File: config.mk
export PLATFORM = sky130hd
export DESIGN_NAME = eth_sync_arbiter_flat
export DESIGN_NICKNAME = d
export VERILOG_FILES = /design/src/rtl/eth_sync_arbiter_if.sv /design/src/rtl/eth_sync_arbiter.sv /design/src/flat_wrapper.sv
export SDC_FILE = /design/constraint.sdc
export NUM_CORES = 1
export LEC_CHECK = 0
export ABC_AREA = 0
export ABC_CLOCK_PERIOD_IN_PS = 2200
export BUFFER_PORTS_ARGS = -buffer_cell sky130_fd_sc_hd__buf_4
export CAP_MARGIN = 20
export CORE_UTILIZATION = 30
export DETAILED_ROUTE_END_ITERATION = 12
export SYNTH_ARGS = -nofsm -noshare
export SYNTH_HDL_FRONTEND = slang
export SYNTH_SLANG_ARGS = --single-unit
File: constraint.sdc
create_clock -name clk -period 2.2 [get_ports clk]
set_clock_uncertainty 0.1 [all_clocks]
set_input_delay 0.44 -clock clk [delete_from_list [all_inputs] [get_ports clk]]
set_output_delay 0.44 -clock clk [all_outputs]
set_load 0.005 [all_outputs]
File: src/rtl/eth_sync_arbiter_if.sv
// Bus between the configuration sources and the synchronizer arbiter.
interface eth_sync_arbiter_if #(
  parameter int unsigned NCH   = 4,
  parameter int unsigned WIDTH = 16,
  parameter int unsigned IDW   = 2
);
  logic [NCH-1:0]       req;
  logic [NCH*WIDTH-1:0] data;
  logic                 ena_buf;
  logic [IDW+WIDTH-1:0] dout;
  logic [NCH-1:0]       sent;
  logic [NCH-1:0]       pending;
  logic                 busy;

  // Source side: posts updates, observes issue status.
  modport master (
    output req, data,
    input  ena_buf, dout, sent, pending, busy
  );

  // Arbiter side.
  modport slave (
    input  req, data,
    output ena_buf, dout, sent, pending, busy
  );
endinterface

File: src/rtl/eth_sync_arbiter.sv
// Round-robin arbiter sharing one bus synchronizer among NCH config sources.
// Holds the latest value per channel and issues {id, data} spaced by GAP.
module eth_sync_arbiter #(
  parameter int unsigned NCH   = 4,
  parameter int unsigned WIDTH = 16,
  parameter int unsigned IDW   = 2,
  parameter int unsigned GAP   = 16
) (
  input  logic                clk,
  input  logic                res,
  eth_sync_arbiter_if.slave   bus
);

  localparam int unsigned CNTW = $clog2(GAP) + 1;
  localparam int unsigned DW   = IDW + WIDTH;

  typedef enum logic [1:0] {IDLE, ISSUE, WAIT} state_t;

  state_t            r_state;
  state_t            w_next;
  logic              w_issue;
  logic [IDW-1:0]    w_grant;
  logic [IDW-1:0]    w_pick;
  logic [IDW-1:0]    r_grant;
  logic [IDW-1:0]    r_ptr;
  logic [CNTW-1:0]   r_cnt;
  logic [WIDTH-1:0]  r_hold [NCH];
  logic [NCH-1:0]    r_pending;
  logic              r_ena;
  logic [DW-1:0]     r_dout;
  logic [NCH-1:0]    r_sent;
  logic              r_busy;

  // First pending channel searching from the round-robin pointer upward.
  always_comb begin
    logic           v_found;
    logic [IDW-1:0] v_idx;
    w_pick  = r_ptr;
    v_found = 1'b0;
    v_idx   = '0;
    for (int unsigned k = 0; k < NCH; k++) begin
      v_idx = IDW'((32'(r_ptr) + k) % NCH);
      if (!v_found && r_pending[v_idx]) begin
        v_found = 1'b1;
        w_pick  = v_idx;
      end
    end
  end

  // State register.
  always_ff @(posedge clk) begin
    if (res) r_state <= IDLE;
    else     r_state <= w_next;
  end

  // Next-state and grant decode.
  always_comb begin
    w_next  = r_state;
    w_issue = 1'b0;
    w_grant = r_grant;
    case (r_state)
      IDLE: begin
        if (|r_pending) begin
          w_grant = w_pick;
          w_next  = ISSUE;
        end
      end
      ISSUE: begin
        w_issue = 1'b1;
        w_next  = WAIT;
      end
      WAIT: begin
        if (r_cnt == '0) w_next = IDLE;
      end
      default: w_next = IDLE;
    endcase
  end

  // Capture, issue datapath, guard counter and registered outputs.
  always_ff @(posedge clk) begin
    if (res) begin
      r_grant   <= '0;
      r_ptr     <= '0;
      r_cnt     <= '0;
      r_pending <= '0;
      r_ena     <= 1'b0;
      r_dout    <= '0;
      r_sent    <= '0;
      r_busy    <= 1'b0;
      for (int unsigned i = 0; i < NCH; i++) r_hold[i] <= '0;
    end else begin
      r_grant <= w_grant;
      r_ena   <= w_issue;
      r_sent  <= w_issue ? (NCH'(1) << r_grant) : '0;
      r_busy  <= (w_next != IDLE);
      if (w_issue) begin
        r_dout <= {r_grant, r_hold[r_grant]};
        r_ptr  <= (r_grant == IDW'(NCH - 1)) ? '0 : r_grant + IDW'(1);
        r_cnt  <= CNTW'(GAP - 1);
      end else if (r_state == WAIT && r_cnt != '0) begin
        r_cnt <= r_cnt - CNTW'(1);
      end
      // A same-cycle req on the issued channel wins: keep it pending.
      for (int unsigned i = 0; i < NCH; i++) begin
        if (bus.req[i]) begin
          r_hold[i]    <= bus.data[i*WIDTH +: WIDTH];
          r_pending[i] <= 1'b1;
        end else if (w_issue && r_grant == IDW'(i)) begin
          r_pending[i] <= 1'b0;
        end
      end
    end
  end

  assign bus.ena_buf = r_ena;
  assign bus.dout    = r_dout;
  assign bus.sent    = r_sent;
  assign bus.pending = r_pending;
  assign bus.busy    = r_busy;

endmodule

File: src/flat_wrapper.sv
// flat-port wrapper written by rule: the top's interface ports become plain ports
module eth_sync_arbiter_flat 
#(
  parameter int unsigned NCH   = 4,
  parameter int unsigned WIDTH = 16,
  parameter int unsigned IDW   = 2,
  parameter int unsigned GAP   = 16
)
  (clk, res, bus_req, bus_data, bus_ena_buf, bus_dout, bus_sent, bus_pending, bus_busy);
  eth_sync_arbiter_if #(.NCH(NCH), .WIDTH(WIDTH), .IDW(IDW)) bus_i ();
  input  logic clk;
  input  logic res;
  input wire logic [$bits(bus_i.req)-1:0] bus_req;
  input wire logic [$bits(bus_i.data)-1:0] bus_data;
  output wire logic [$bits(bus_i.ena_buf)-1:0] bus_ena_buf;
  output wire logic [$bits(bus_i.dout)-1:0] bus_dout;
  output wire logic [$bits(bus_i.sent)-1:0] bus_sent;
  output wire logic [$bits(bus_i.pending)-1:0] bus_pending;
  output wire logic [$bits(bus_i.busy)-1:0] bus_busy;
  assign bus_i.req = bus_req;
  assign bus_i.data = bus_data;
  assign bus_ena_buf = bus_i.ena_buf;
  assign bus_dout = bus_i.dout;
  assign bus_sent = bus_i.sent;
  assign bus_pending = bus_i.pending;
  assign bus_busy = bus_i.busy;
  eth_sync_arbiter #(.NCH(NCH), .WIDTH(WIDTH), .IDW(IDW), .GAP(GAP)) u_core (.clk(clk), .res(res), .bus(bus_i));
endmodule
# Yosys cells after proc, flatten, opt, wreduce, memory -nomap -nowiden
# Memories as Yosys holds them, arrays and structs flattened. A register that Yosys moved wholly into a read port is not among the register bits.
# Index checks and enable logic that the tools add are counted.
# totals
ramBits	64
elab_cells	106
ff_bits	39
in_bits	70
memories	1
out_inout_bits	28
# memory_table
memory	depth	word_bits	read_ports	rd_ports_with_merged_regs	wr	line_no	source
u_core.r_hold	4	16	1	1	4	eth_sync_arbiter.sv:27	logic [WIDTH-1:0] r_hold [NCH];
# classes
bitwise	5
reduce_logical	25
muxes	47
magnitude_cmp	4
shift	1
addsub	5
eq_ne	5
# op_table
op	count
$mux W16	4
$mux W1	30
$lt A2 B3 Y1 const B	4
$mux W2	6
$reduce_bool A2 Y1	6
$bmux W1 S2	4
$logic_and A1 B1 Y1	8
$mux W4	2
$eq A2 B2 Y1 const B	3
$pmux W2 S3	1
$logic_not A5 Y1	1
$reduce_bool A5 Y1	1
$sub A5 B1 Y5 const B	1
$add A2 B1 Y2 const B	2
$add A2 B2 Y2 const B	2
$eq A2 B1 Y1 const B	2
$logic_not A2 Y1	2
$or A1 B1 Y1	4
$reduce_or A2 Y1	2
$reduce_or A4 Y1	1
$shl A1 B2 Y4 const A	1
$logic_not A1 Y1	3
$reduce_and A2 Y1	1
$not A1 Y1	1

# Logic depth before layout (Yosys ltp)
# Gate-level depths: netlist of the first run.
# depth
ltp_word	12
ltp_mapped	6
mapped_depth_nobuf	6

# Worst setup path before layout of the first run
# OpenSTA, ideal clock, no wires.
# synth_timing
path_type	reg-to-reg
from	register u_core.r_cnt[0]
to	register u_core.r_cnt[1]
setup_ps	67
stages_incl_launch_ff	7
path_buffers	0
slack_ps	593
synth_period_minus_slack_ps	1607
required_ps	2033
arrival_ps	1440
cell_sequence	dfxtp_1 -> inv_1 -> ha_1 -> nor4b_2 -> nor3b_2 -> mux2_4 -> a21oi_2
# synth_between
elab_chain_cells	3
elab_cells_between_ends	6
classes_between	1 x add/sub; 2 x mux; 3 x reduce/logical
# synth_lines
element	line_no	source
from (decl)	eth_sync_arbiter.sv:26	logic [CNTW-1:0] r_cnt;
from (signal assigned)	eth_sync_arbiter.sv:99	r_cnt <= CNTW'(GAP - 1);
from (signal assigned)	eth_sync_arbiter.sv:101	r_cnt <= r_cnt - CNTW'(1);
$sub A5 B1 Y5 or $reduce_bool A5 Y1 (tied branches)	eth_sync_arbiter.sv:101, eth_sync_arbiter.sv:100	
$mux W4 or $logic_and A1 B1 Y1 (tied branches)	eth_sync_arbiter.sv:100	end else if (r_state == WAIT && r_cnt != '0) begin
$mux W4 or $reduce_bool A2 Y1 (tied branches)	-	
# Several ways; a longest one is shown, not always the timed one. The select of a mux whose other input is x is not followed.
# A chain may end at the register's enable or synchronous reset.

# Worst setup path after layout of the first run
# Same ends and word-level chain as after synthesis.

==> summary.md, run 1 <==
| Metric | Value |
|---|---|
| Num CTS Buffers | 9 |
| Final Hold Fails | 0 |
| Worst slew pin tran | 1.03 ns |
| FMAX | 574 MHz |
| Largest area contributor in the netlist | edfxtp_1 |
| YS warnings | 0 |
| Largest net degree at the start of global routing | 29 |
| Worst reg-to-reg path cell count | 6 |
| Vias per cell | 4.52 |
| Worst setup path end | u_core.r_cnt[1] |
| CTS tree | yes |
| Starting Density | 31.0% |
| Cells after synthesis | 340 |
| Row count | 43 |
| Post-route cell area | 5620 µm² |
| Slew Viols, Final | 0 |
| Clock sinks | 103 |
| RSZ-0062 raised after global routing | false |
| Reg-to-reg endpoint | u_core.r_cnt[1] |
| P_leak | 2.24 nW |
| Slew HR | 30.9% |
| Gr usage total | 13.7% |
| Post-Place Cells | 608 |
| Setup-failing EPs final | 0 |
| Register bit total from synthesis | 103 |
| IO Pins | 98 |
| Power density over cell area | 856 nW/µm² |
| Max Cap Violations | 0 |
| Final worst path period need | 1.74 ns |
| IO Port Bufs | 97 |
| Avg Inst Size Synth | 12.7 µm² |
| DP Wirelength | 7040 µm |
| EDFF count, synth | 64 |
| Place WS | 0.215 ns |
| Area Overhead vs Synth | 30.2% |
| Post-synth ARST share | 0% |
| Cell Count, Final, Fillers Out | 625 |
| Core area | 13900 µm² |
| Ratio of cells with drive above 1 in the final layout | 34.4% |
| Vias in the first global route | 2756 |
| Via count | 2824 |
| Seq/Total Area, Yosys | 62.6% |
| Crit share post-route | 79.2% |
| Startpoint Class | flop |
| Fillcell total | 1330 |
| Post-layout util | 40.3% |
| Required @ worst endpoint | 2.38 ns |
| Die area | 14900 µm² |
| Wire per inst | 15.7 µm |
| Setup WS post-layout | 0.457 ns |
| Post-Synthesis Cell Area | 4320 µm² |
| Detail Route Antenna Nets | 0 |
| Critical path class | reg -> reg |
| R2R setup slack | 0.46 ns |
| H-tree Lvls | 3 |
| Maximum net fanout on the critical path | 4 |
| Post-synth top area share | 44.5% |
| Final Power | 4.81 mW |
| Clk Latency, worst-skew pair | 0.34 ns |
| Top cells by area, synth | edfxtp_1, dfxtp_1, and2_1 |
| GRT Residual Overflow | 0 |
| Antenna violations before repair | 0 |
| First-pass GRT wire length | 14700 µm |
| Layout net count | 515 |
| CP startpoint | u_core.r_cnt[0] |
| DRT Pass-1 Iters | 4 |
| Hold_buf cts | 0 |
| Worst r2r src | u_core.r_cnt[0] |
| Post-cts sizing count | 0 |
| Hold WS | 0.235 ns |
| Ys flop type | edfxtp_1 |
| Routability congestion estimate | 0.753 |
| Die H | 122 µm |
| Worst-path clk slew | 0.07 ns |
| Count of different cell masters after synthesis | 35 |
| Net count after synthesis | 415 |
| Drt initial violations | 124 |
| Ant diodes | 0 |
| DRC | 0 |
| Dpl cell area | 5260 µm² |
| Post-Route WL | 9810 µm |
| Clock root cell | clkbuf_16 |
| Worst-case clock buffer depth | 2 |
| Hold Crit Class | in -> reg |
| Post-CTS Setup Bufs | 0 |
| Critical Path Sink Type | flop |
| Top post-synthesis cells by count | and2_1, edfxtp_1, nand2_1 |
| Setup_tns | 0 ns |
| Die W | 122 µm |
| Status | finished clean |
| Arrival time worst endpoint | 1.92 ns |
| IR drop worst, VDD | 0.333 mV |
[registers in the layout (all words and copies together) (netlist names)]
name	count
u_core.bus.pending	4
u_core.bus.sent	4
u_core.bus.busy	1
u_core.bus.ena_buf	1
u_core.r_state	2
u_core.r_ptr	2
u_core.r_hold	64
u_core.r_grant	2
u_core.bus.dout	18
u_core.r_cnt	5
[cells in the final DEF (no fill, tap or decap), types with 2 or more instances in the layout]
| master | n |
|---|---|
| inv_1 | 7 |
| or2_2 | 4 |
| nor4_1 | 3 |
| nand2_1 | 44 |
| clkbuf_16 | 9 |
| bufinv_16 | 3 |
| dfxtp_1 | 38 |
| a21oi_1 | 28 |
| mux4_2 | 16 |
| nor2b_1 | 6 |
| nor2_1 | 14 |
| nand2b_1 | 2 |
| ha_1 | 5 |
| o21ai_0 | 2 |
| buf_4 | 107 |
| a31oi_1 | 2 |
| and2_1 | 64 |
| nand3b_1 | 4 |
| edfxtp_1 | 64 |
| nor3_1 | 3 |
[per-layer routing]
| metal | share of wire [%] | global-route usage (%) | wire length, µm | vias to the layer above |
|---|---|---|---|---|
| met5 | 0 | 0 | 0 | - |
| met4 | 1.4 | 5.48 | 139 | 0 |
| met3 | 5.5 | 3.09 | 538 | 11 |
| met2 | 48 | 22.4 | 4760 | 91 |
| met1 | 45 | 17.4 | 4380 | 1340 |
| li1 | - | - | - | 1382 |
[worst min-delay path by stage]
| stage | from | endpoint | depth (start not counted) |
|---|---|---|---|
| 4_1_cts | bus_req[0] | u_core.bus.pending[0] | 3 |
| 3_5_place_dp | u_core.bus.dout[4] | u_core.bus.dout[4] | 2 |
| 5_1_grt | bus_req[0] | u_core.bus.pending[0] | 3 |
| 3_3_place_gp | u_core.bus.dout[16] | u_core.bus.dout[16] | 2 |
| 6_report | bus_req[1] | u_core.bus.pending[1] | 3 |
| 2_1_floorplan | u_core.r_cnt[4] | u_core.r_cnt[4] | 2 |
[cell type report]
type | count | area [µm²] | area share (%)
timing repair buffer | 108 | 823 | 14.7
inverter | 7 | 26.3 | 0.468
clock buffer | 9 | 225 | 4.01
tap | 180 | 225 | 4.01
clock inverter | 7 | 120 | 2.14
multi-input combinational | 211 | 1490 | 26.6
sequential | 103 | 2700 | 48.1
[worst max-delay path, stage by stage (launching register included)]
cell and delay (ns):
dfxtp_1 0.36, inv_1 0.07, ha_1 0.23, nor4b_2 0.18, nor3b_2 0.29, mux2_4 0.34
a21oi_2 0.12
[report_power, final]
part / internal, mW / total, mW / switching (mW)
logic: 0.365 / 0.683 / 0.319
clock network: 1.12 / 1.82 / 0.700
registers: 2.22 / 2.31 / 0.0874
[logic make-up (layout without fill, tap and decap cells)]
kind of cell	Yosys count	after routing	synth area share [%]
mux	18	18	8.93
buf+inv	26	131	2.84
fa+ha+maj	5	5	1.45
simple gates	148	148	18.6
compound gates	39	39	5.34
flops	103	103	62.6
xor+xnor	1	1	0.203
(Power assumes the default switching activity.)
==> run 2: changes to the inputs <==
--- a/config.mk
+++ b/config.mk
@@ -6,7 +6,7 @@
 export NUM_CORES = 1
 export LEC_CHECK = 0
 export ABC_AREA = 0
-export ABC_CLOCK_PERIOD_IN_PS = 2200
+export ABC_CLOCK_PERIOD_IN_PS = 1800
 export BUFFER_PORTS_ARGS = -buffer_cell sky130_fd_sc_hd__buf_4
 export CAP_MARGIN = 20
 export CORE_UTILIZATION = 30
==> constraint.sdc (replaced) <==
create_clock -name clk -period 1.8 [get_ports clk]
set_clock_uncertainty 0.1 [all_clocks]
set_input_delay 0.36 -clock clk [delete_from_list [all_inputs] [get_ports clk]]
set_output_delay 0.36 -clock clk [all_outputs]
set_load 0.005 [all_outputs]
==> summary.md, run 2 (same netlist as run 1, synthesis figures left out) <==
| Metric | Value |
|---|---|
| Hold depth | 2 (-1) |
| Top delay family on crit path | simple AND/OR/NAND/NOR gates |
| IR drop worst, VDD | 0.485 mV (+46%) |
| Ratio of cells with drive above 1 in the final layout | 34.6% (+0.22 points) |
| Vias per cell | 4.54 (+0.44%) |
| Max FFs per register | 64 (unchanged) |
| Gr usage total | 14.1% (+0.46 points) |
| Largest net degree at the start of global routing | 31 (+6.9%) |
| Num CTS Buffers | 9 (unchanged) |
| Final Hold Fails | 0 (unchanged) |
| Switching Fraction | 24.4% (+1.4 points) |
| Clock root cell | clkbuf_16 |
| Sw Pwr | 1.37 mW (+24%) |
| Crit share post-route | 93.1% (+14 points) |
| Vias in the first global route | 2856 (+3.6%) |
| Wire per inst | 15.7 µm (-0.26%) |
| CP startpoint | u_core.r_cnt[0] |
| Setup-failing EPs final | 0 (unchanged) |
| Routability congestion estimate | 0.757 (+0.48%) |
| Place WS | -0.0471 ns (-0.262 ns) |
| H-tree Lvls | 3 (unchanged) |
| Reg-to-reg endpoint | u_core.r_cnt[1] |
| Worst-path clk slew | 0.07 ns (about the same) |
| Arrival time worst endpoint | 1.87 ns (-0.05 ns) |
| GRT Residual Overflow | 0 (unchanged) |
| Commonest non-fill, non-tap cells in the layout | buf_4, and2_1, edfxtp_1, nand2_1, dfxtp_1 |
| Post-layout util | 40.1% (-0.18 points) |
| Drt initial violations | 96 (-23%) |
| Hold_buf cts | 0 (unchanged) |
| Status | finished clean |
| Worst slew pin tran | 1.04 ns (+0.00512 ns) |
| CP cell instances | inv_1 > ha_1 > nor4b_2 > nor3b_2 > mux2_4 > a21oi_2 |
| Post-cts sizing count | 0 (unchanged) |
| Min-Delay Startpoint | res |
| RSZ-0062 raised after global routing | false |
| DRT Pass-1 Iters | 4 (unchanged) |
| P_int | 4.25 mW (+15%) |
| Die area | 14900 µm² (unchanged) |
| Slew Viols, Final | 0 (unchanged) |
| Worst reg-to-reg path cell count | 6 (unchanged) |
| WP buf/inv | 1 (unchanged) |
| Cell Count, Final, Fillers Out | 628 (+0.48%) |
| Comb power frac | 15.0% (+0.8 points) |
| IO Port Bufs | 97 (unchanged) |
| Via count | 2850 (+0.92%) |
| Critical path class | reg -> reg |
| Row count | 43 (unchanged) |
| Setup WS post-layout | 0.124 ns (-0.333 ns) |
| CTS tree | yes |
| Hold WS | 0.126 ns (-0.109 ns) |
| Clk Latency, worst-skew pair | 0.35 ns (about the same) |
| Hold Crit Class | in -> reg |
| First-pass GRT wire length | 15000 µm (+1.8%) |
| Slowest cell on the critical path | dfxtp_1 |
| Worst-case clock buffer depth | 2 (unchanged) |
| Required @ worst endpoint | 1.99 ns (-0.39 ns) |
| Max Cap Violations | 0 (unchanged) |
| Layout net count | 518 (+0.58%) |
| Post-CTS Setup Bufs | 0 (unchanged) |
| Antenna violations before repair | 0 (unchanged) |
| Worst min-delay path endpoint | u_core.bus.dout[13] |
| Crit path largest cell delay | 0.36 ns (about the same) |
| Ant diodes | 0 (unchanged) |
| Slew HR | 30.5% (-0.34 points) |
| FMAX | 597 MHz (+4.0%) |
| P_leak | 2.23 nW (-0.54%) |
| Post-Place Cells | 612 (+0.66%) |
| Clock sinks | 103 (unchanged) |
| Power density over cell area | 1010 nW/µm² (+17%) |
| Starting Density | 31.0% (unchanged) |
| Clock power frac | 34.8% (-3.0 points) |
| Die W | 122 µm (unchanged) |
| Area Overhead vs Synth | 29.6% |
| Setup_tns | 0 ns (unchanged) |
| R2R setup slack | 0.12 ns (-0.33 ns) |
| Critical Path Sink Type | flop |
| Seq pwr share | 50.1% (+2.1 points) |
| Die H | 122 µm (unchanged) |
| FF+latch area | 2700 µm² (unchanged) |
| Maximum net fanout on the critical path | 3 (-1) |
| IO Pins | 98 (unchanged) |
| DRC | 0 (unchanged) |
| Commonest non-fill, non-tap cell in the layout | buf_4 |
| Fillcell total | 1347 (+1.3%) |
| DP Wirelength | 7010 µm (-0.34%) |
| Multi-input logic area | 1490 µm² (unchanged) |
| Final worst path period need | 1.68 ns (-0.0675 ns) |
| Core area | 13900 µm² (unchanged) |
| Detail Route Antenna Nets | 0 (unchanged) |
| Post-Route WL | 9840 µm (+0.21%) |
| Largest reg by FF count | u_core.r_hold |
| Worst r2r src | u_core.r_cnt[0] |
| Startpoint Class | flop |
## run 2: cell types whose count changed in the layout (fill, tap and decap cells not counted)
| cell | change |
|---|---|
| buf_4 | +3 |
| bufinv_16 | -2 |
| clkinv_1 | +1 |
| clkinv_2 | -1 |
| clkinv_4 | +1 |
| clkinvlp_2 | +1 |
## run 2: final cells by class
type	instances	area share, %
inverter	7	0.470
multi-input combinational	211	26.7
clock buffer	9	4.03
sequential	103	48.4
clock inverter	7	1.30
timing repair buffer	111	15.1
tap	180	4.03
## run 2: layer usage
layer,vias up,global-route usage [%],part of all wire [%]
met2,84,22.5,48
met3,16,2.90,5.4
met5,-,0,0
met4,0,7.25,2.2
met1,1360,18.2,44
li1,1390,-,-
## run 2: how the worst max path moves through the flow
| stage | cells after the start | slack [ns] | to |
|---|---|---|---|
| 2_1_floorplan | 6 | 0.19 | u_core.r_cnt[1] |
| 3_3_place_gp | 3 | -0.009 | u_core.r_hold[3][6] |
| 3_5_place_dp | 3 | -0.05 | u_core.r_hold[3][9] |
| 4_1_cts | 6 | 0.12 | u_core.r_cnt[1] |
| 5_1_grt | 6 | 0.03 | u_core.r_cnt[1] |
| 6_report | 6 | 0.12 | u_core.r_cnt[1] |
## run 2: stage by stage
stage	power (mW)	area [µm²]
finish	5.62	5590
global route	5.87	5590
detailed placement	3.73	5290
CTS	5.68	5590
global placement	3.71	5290
floorplan	3.35	4320
## run 2: power by group through the flow
stage	clock (mW)	sequential [mW]	combinational, mW
6_report	1.96	2.82	0.844
5_1_grt	2.09	2.84	0.936
4_1_cts	2.00	2.82	0.862
3_5_place_dp	0	2.87	0.859
3_3_place_gp	0	2.87	0.846
2_1_floorplan	0	2.85	0.499
